### config.mk
export PLATFORM = sky130hd
export DESIGN_NAME = stage2_rstd
export DESIGN_NICKNAME = d
export VERILOG_FILES = /design/src/rtl/stage2_rstd.sv
export SDC_FILE = /design/constraint.sdc
export NUM_CORES = 2
export LEC_CHECK = 0
export ABC_AREA = 0
export BUFFER_PORTS_ARGS = -buffer_cell sky130_fd_sc_hd__buf_2
export CAP_MARGIN = 20
export CORE_MARGIN = 1
export CORE_UTILIZATION = 45
export CTS_CLUSTER_DIAMETER = 100
export CTS_CLUSTER_SIZE = 24
export DETAILED_ROUTE_END_ITERATION = 6
export PLACE_DENSITY = 0.72
export SYNTH_ARGS = -nofsm -noshare
export SYNTH_HDL_FRONTEND = slang
export SYNTH_SLANG_ARGS = --single-unit
### constraint.sdc
create_clock -name i_clk -period 11.8 [get_ports i_clk]
set_input_delay 1.18 -clock i_clk [delete_from_list [all_inputs] [get_ports i_clk]]
set_output_delay 1.18 -clock i_clk [all_outputs]
set_load 0.01 [all_outputs]
### src/rtl/stage2_rstd.sv
// Computes variance and reciprocal standard deviation from E[x] and E[x^2],
// using a bit-serial square root followed by a bit-serial restoring division.
module stage2_rstd #(
    parameter int unsigned EPS = 1
) (
    input  logic        i_clk,
    input  logic        i_rst,
    input  logic        i_S1_done,
    input  logic [21:0] i_Ex,
    input  logic [31:0] i_Ex2,
    output logic        o_ready_in,
    output logic        o_valid,
    input  logic        i_ready,
    output logic [21:0] o_mean,
    output logic [31:0] o_var,
    output logic [23:0] o_rstd
);

    typedef enum logic [2:0] {StIdle, StVar, StSqrt, StDiv, StDone} state_e;

    state_e      state_q;
    logic [4:0]  cnt_q;
    logic [21:0] mean_q;
    logic [31:0] ex2_q;
    logic [31:0] var_q;
    logic [23:0] rstd_q;
    logic        valid_q;
    logic [31:0] rad_q;
    logic [17:0] rem_q;
    logic [15:0] root_q;
    logic [24:0] dvd_q;
    logic [15:0] drem_q;
    logic [23:0] quo_q;

    logic [43:0] prod;
    logic        var_neg;
    logic [31:0] var_d;
    logic [32:0] v_sum;
    logic [31:0] v_clip;
    logic [19:0] rem_sh;
    logic [19:0] trial;
    logic        sq_ge;
    logic [19:0] rem_sub;
    logic [17:0] rem_d;
    logic [15:0] root_d;
    logic [16:0] drem_sh;
    logic        dv_ge;
    logic [16:0] drem_sub;
    logic [15:0] drem_d;
    logic [24:0] quo_d;
    logic [23:0] rstd_d;

    always_comb begin
        prod    = 44'(mean_q) * 44'(mean_q);
        // Negative variance clamps to zero; otherwise the low 32 bits are exact.
        var_neg = {12'd0, ex2_q} < prod;
        var_d   = var_neg ? 32'd0 : (ex2_q - prod[31:0]);
        v_sum   = {1'b0, var_d} + 33'(EPS);
        v_clip  = v_sum[32] ? 32'hFFFF_FFFF : v_sum[31:0];

        rem_sh  = {rem_q, rad_q[31:30]};
        trial   = {2'b00, root_q, 2'b01};
        sq_ge   = rem_sh >= trial;
        rem_sub = rem_sh - trial;
        rem_d   = sq_ge ? rem_sub[17:0] : rem_sh[17:0];
        root_d  = {root_q[14:0], sq_ge};

        // A zero divisor never subtracts; the result is forced to saturation below.
        drem_sh  = {drem_q, dvd_q[24]};
        dv_ge    = (root_q != 16'd0) && (drem_sh >= {1'b0, root_q});
        drem_sub = drem_sh - {1'b0, root_q};
        drem_d   = dv_ge ? drem_sub[15:0] : drem_sh[15:0];
        quo_d    = {quo_q, dv_ge};
        rstd_d   = ((root_q == 16'd0) || quo_d[24]) ? 24'hFF_FFFF : quo_d[23:0];
    end

    always_ff @(posedge i_clk or posedge i_rst) begin
        if (i_rst) begin
            state_q <= StIdle;
            cnt_q   <= '0;
            mean_q  <= '0;
            ex2_q   <= '0;
            var_q   <= '0;
            rstd_q  <= '0;
            valid_q <= 1'b0;
            rad_q   <= '0;
            rem_q   <= '0;
            root_q  <= '0;
            dvd_q   <= '0;
            drem_q  <= '0;
            quo_q   <= '0;
        end else begin
            unique case (state_q)
                StIdle: begin
                    if (i_S1_done) begin
                        mean_q  <= i_Ex;
                        ex2_q   <= i_Ex2;
                        state_q <= StVar;
                    end
                end
                StVar: begin
                    var_q   <= var_d;
                    rad_q   <= v_clip;
                    rem_q   <= '0;
                    root_q  <= '0;
                    cnt_q   <= '0;
                    state_q <= StSqrt;
                end
                StSqrt: begin
                    rem_q  <= rem_d;
                    root_q <= root_d;
                    rad_q  <= {rad_q[29:0], 2'b00};
                    if (cnt_q == 5'd15) begin
                        cnt_q   <= '0;
                        drem_q  <= '0;
                        quo_q   <= '0;
                        dvd_q   <= 25'h100_0000;
                        state_q <= StDiv;
                    end else begin
                        cnt_q <= cnt_q + 5'd1;
                    end
                end
                StDiv: begin
                    drem_q <= drem_d;
                    quo_q  <= quo_d[23:0];
                    dvd_q  <= {dvd_q[23:0], 1'b0};
                    if (cnt_q == 5'd24) begin
                        cnt_q   <= '0;
                        rstd_q  <= rstd_d;
                        valid_q <= 1'b1;
                        state_q <= StDone;
                    end else begin
                        cnt_q <= cnt_q + 5'd1;
                    end
                end
                StDone: begin
                    if (i_ready) begin
                        valid_q <= 1'b0;
                        state_q <= StIdle;
                    end
                end
                default: state_q <= StIdle;
            endcase
        end
    end

    assign o_ready_in = (state_q == StIdle);
    assign o_valid    = valid_q;
    assign o_mean     = mean_q;
    assign o_var      = var_q;
    assign o_rstd     = rstd_q;

endmodule
; Word-level counts from Yosys, hierarchy flattened
; Cells that the tools add are included.
; W data, S select, Z words.
[classes]
n_mul = 1
n_mux = 25
reduce_logical = 14
n_addsub = 5
order_cmp = 3
eq_ne = 10
[op_table]
columns = op, count
row1 = $mux W32, 2
row2 = $pmux W16 S2, 2
row3 = $pmux W32 S2, 1
row4 = $pmux W25 S2, 1
row5 = $mux W24, 2
row6 = $pmux W24 S2, 1
row7 = $lt A32 B44 Y1, 1
row8 = $mul A22 B22 Y44, 1
row9 = $pmux W18 S2, 1
row10 = $add A32 B1 Y33 const B, 1
row11 = $mux W16, 2
row12 = $sub A32 B32 Y32, 1
row13 = $mux W25, 1
row14 = $ge A20 B18 Y1, 1
row15 = $mux W18, 1
row16 = $sub A18 B18 Y18, 1
row17 = $ge A17 B16 Y1, 1
row18 = $logic_not A16 Y1, 1
row19 = $reduce_bool A16 Y1, 1
row20 = $sub A16 B16 Y16, 1
row21 = $pmux W3 S5, 1
row22 = $pmux W5 S3, 1
row23 = $mux W3, 4
row24 = $mux W5, 2
row25 = 17 further kinds, 26
[totals]
wordCells = 71
regBits = 250
out_inout_bits = 80
input_bits = 58

; Depth between registers and ports, before layout
[depth]
depth_word = 6
depth_mapped = 51

; Worst setup path before layout
; OpenSTA, ideal clock, no wires.
[synth_timing]
path_kind = reg2reg
from = register mean_q[1], in the netlist o_mean[1]
to = register rad_q[6]
period_less_slack_ps = 11675
path_buffers = 4
arrival_time_ps = 11597
setup_time_ps = 77
setup_slack_ps = 125
stages_incl_launch_ff = 49
cell_sequence = dfrtp_1 -> clkbuf_1 -> clkbuf_1 -> and2_1 -> fa_1 -> fa_1 -> inv_1 -> fa_1 -> inv_1 -> fa_1 -> ha_1 -> fa_1 -> inv_1 -> fa_1 -> inv_1 -> ha_1 -> and4_1 -> a221oi_1 -> (+13 left out) -> a211oi_1 -> o211a_1 -> o32ai_1 -> or4_4 -> nor4b_4 -> nor2b_1 -> ha_1 -> inv_1 -> nor3_1 -> nand3_1 -> nor4_1 -> and4_1 -> or4b_1 -> nor2b_1 -> buf_2 -> buf_2 -> o211ai_1 -> a21oi_1
[synth_between]
elab_chain_cells = 6
word_cells_on_any_way = 7
[synth_lines]
columns = item, line
row1 = start: declaration, 23  ; logic [21:0] mean_q;
row2 = start signal: assignment, 96  ; mean_q <= i_Ex;
row3 = $mul A22 B22 Y44, 54  ; prod = 44'(mean_q) * 44'(mean_q);
row4 = $lt A32 B44 Y1, 56  ; var_neg = {12'd0, ex2_q} < prod;
row5 = $mux W32, 57  ; var_d = var_neg ? 32'd0 : (ex2_q - prod[31:0]);
row6 = via var_d[0], 37  ; logic [31:0] var_d;
row7 = $add A32 B1 Y33, 58  ; v_sum = {1'b0, var_d} + 33'(EPS);
row8 = $mux W32, 59  ; v_clip = v_sum[32] ? 32'hFFFF_FFFF : v_sum[31:0];
row9 = $pmux W32 S2, 93  ; unique case (state_q)
row10 = end signal: assignment, 103  ; rad_q <= v_clip;
row11 = end signal: assignment, 112  ; rad_q <= {rad_q[29:0], 2'b00};
row12 = end: declaration, 28  ; logic [31:0] rad_q;
; The timed path passes the listed nets, and every way through them passes these cells.
; A chain may end at the register's enable or synchronous reset.

; Worst setup path in the final report
[layout_timing]
from = register mean_q[12], in the netlist o_mean[12]
to = register rad_q[26]
; Same word-level chain as after synthesis.

==> impl_metrics.tcl <==
set metrics [dict create \
    critPathArrivalTime_ns 11.78 \
    dieHeight_um 249 \
    min_path_type "flip-flop to flip-flop" \
    die_w_um 249 \
    post-dp-hpwl_mm 55.8 \
    ys_ff_latch 226 \
    cts_sinks 226 \
    synthTopCellsByCount "inv_1 (525), fa_1 (345), nand2_1 (277)" \
    start_util_pct 45.6 \
    worst_pin_slew_ns 1.12 \
    cts_root_buffer "clkbuf_16" \
    antenna_cells 0 \
    yosysWarnings 0 \
    period_needed_ns 11.33 \
    antenna_found_initial 0 \
    synth_edf_count 0 \
    r2r_start "o_mean[12]" \
    wl_met2_mm 33.9 \
    clkTransAtPathRegs_ns 0.10 \
    clkLatencyLatePin_ns 0.56 \
    syn_inst 2993 \
    syn-cell-area_mm2 0.0275 \
    io_buffer_count 137 \
    ant_nets 0 \
    grt_util_all_layers_pct 23.0 \
    cp-startpoint "o_mean[12]" \
    highest_layer "met4" \
    clockBufferDepth 3 \
    drcViolationCount 0 \
    hp-start "o_var[8]" \
    synth_area_leader_cell "fa_1" \
    gr-total-overflow 0 \
    htreeDepth 1 \
    slew_viol_final 0 \
    ioPinCount 138 \
    cp_slowest_cell "fa_1" \
    drt_pass1_iterations 5 \
    ys_seq_area_share_pct 20.5 \
    avgSynthCellArea_um2 9.20 \
    dr.first_iter.drc_count 1452 \
    skew_ns 0.0349 \
    fillerInstances 5589 \
    yosys_most_used_dff "dfrtp_1" \
    cp_max_fo 24 \
    final.setup.tns_ns 0 \
    max_stage_delay_ns 0.60 \
    netlist.area_leader.share_pct 25.1 \
    rows 90 \
    hold_viol 0 \
    finalCoreUtilization_pct 49.8 \
    yosys.cell_count.top_type "inv_1" \
    cp-end-kind "flip-flop" \
    synthTopCellsByArea "fa_1 (25%), dfrtp_1 (21%), ha_1 (11%)" \
    max_slew_margin_pct 24.9 \
    critPathRequiredTime_ns 12.25 \
    worst_path_most_repeated_cell "fa_1" \
    tritoncts "done" \
    met3_length_mm 3.49 \
    outcome "finished clean" \
    drv_cap 0 \
    crit_type "flip-flop to flip-flop" \
    grt_pass1_vias 21500 \
    yosysUniqueCellTypes 80 \
    synth_fp_nets 3638 \
    coreArea_mm2 0.0604 \
    grt_pass1_wl_mm 115 \
    cts_made_buffers 17 \
    wl_per_cell_um 18.2 \
    routed_wl_mm 70.8 \
    post-place-cells 3864 \
    wl_met1_mm 31.5 \
    grt_max_degree 109 \
    finalCritPeriodShare_pct 96.0 \
    critPathLaunchType "flip-flop" \
    max_freq_mhz 88.2 \
    ctsHoldBuffers 0 \
    final_cells 3899 \
    gp_congestion 0.912 \
    setup_viol 0 \
    areaGrowthSynthToFinish_pct 9.16 \
    dieArea_mm2 0.0622 \
    num_vias 21500 \
    final_nets 3756 \
    drive_gt1_share_pct 11.4 \
    asyncSetResetFlopFracSynth_pct 100 \
    avgViaCountPerCell 5.51 \
]
==> flip-flops by register name (all words and copies together), names as in the netlist <==
signal   cells
cnt_q        5
o_rstd      24
dvd_q        1
state_q      3
root_q      16
quo_q       24
drem_q      16
rad_q       32
o_var       32
o_mean      22
rem_q       18
ex2_q       32
o_valid      1
==> worst max-delay path, delay by kind of cell, from the launching register on <==
kind | cells | cell delay [ns]
fa+ha+maj | 10 | 4.53
simple gates | 10 | 2.76
buf+inv | 7 | 0.81
flops | 1 | 0.36
compound gates | 13 | 2.49
xor+xnor | 1 | 0.28
==> worst paths after layout <==
path | endpoint | slack [ns] | depth (start not counted)
min in group asynchronous | quo_q[12] | 0.81 | 2
setup reg to reg | rad_q[26] | 0.47 | 41
max in group asynchronous | o_var[28] | 9.49 | 3
hold / removal | o_var[8] | 0.47 | 2
hold reg to reg | o_var[8] | 0.47 | 2
setup / recovery | rad_q[26] | 0.47 | 41
==> stage by stage <==
step	setup slack [ns]	hold slack, ns	area, um^2
2_1_floorplan	0.125	0.450	27500
3_3_place_gp	0.242	0.446	29300
3_5_place_dp	-0.0382	0.451	29300
4_1_cts	0.0715	0.473	29900
5_1_grt	-0.0520	0.501	30100
6_report	0.467	0.471	30100
==> routing by layer <==
metal  global-route usage, %  vias to the layer above
met5                       0                        -
met4                    6.35                        0
met3                    2.27                      115
met2                    38.3                      590
met1                    31.8                    10700
li1                        -                    10100
==> logic make-up after synthesis <==
logic type / synth area share (%)
buffers and inverters: 8.83
AOI/OAI and AO/OA: 13.2
adders and majority gates: 36.1
and+or+nand+nor: 13.9
DFF: 20.5
muxes: 3.44
xor gates and xnor gates: 3.94
==> repair_timing <==
item	4_1_cts	5_1_grt
hold endpoints to repair	0	0
buffers inserted	0	9
setup endpoints to repair	17	32
pin swaps	0	10
gates resized for setup	3	24
gates cloned	0	1
==> layout make-up <==
type | instances | area, um^2 | area share [%]
clock inverters | 8 | 125 | 0.416
repair buffers | 218 | 1320 | 4.40
well taps | 782 | 978 | 3.26
multi-input cells | 2123 | 19600 | 65.1
flip-flops and latches | 226 | 5660 | 18.8
inverters | 525 | 1980 | 6.58
clock buffers | 17 | 425 | 1.42
==> placed cells by master, fill, tap and decap left out, types with 79 or more instances in the layout <==
master / Yosys / layout
ha_1: 242 / 242
and2_1: 121 / 119
inv_1: 525 / 523
fa_1: 345 / 344
dfrtp_1: 226 / 223
buf_2: 7 / 137
xnor2_1: 84 / 84
o21ai_0: 111 / 109
buf_4: 1 / 79
a21oi_1: 118 / 117
nor2_1: 124 / 121
nand2_1: 277 / 277
Power is not shown: default switching activity piles up to over one toggle a cycle in this logic, so the estimate is an artifact.
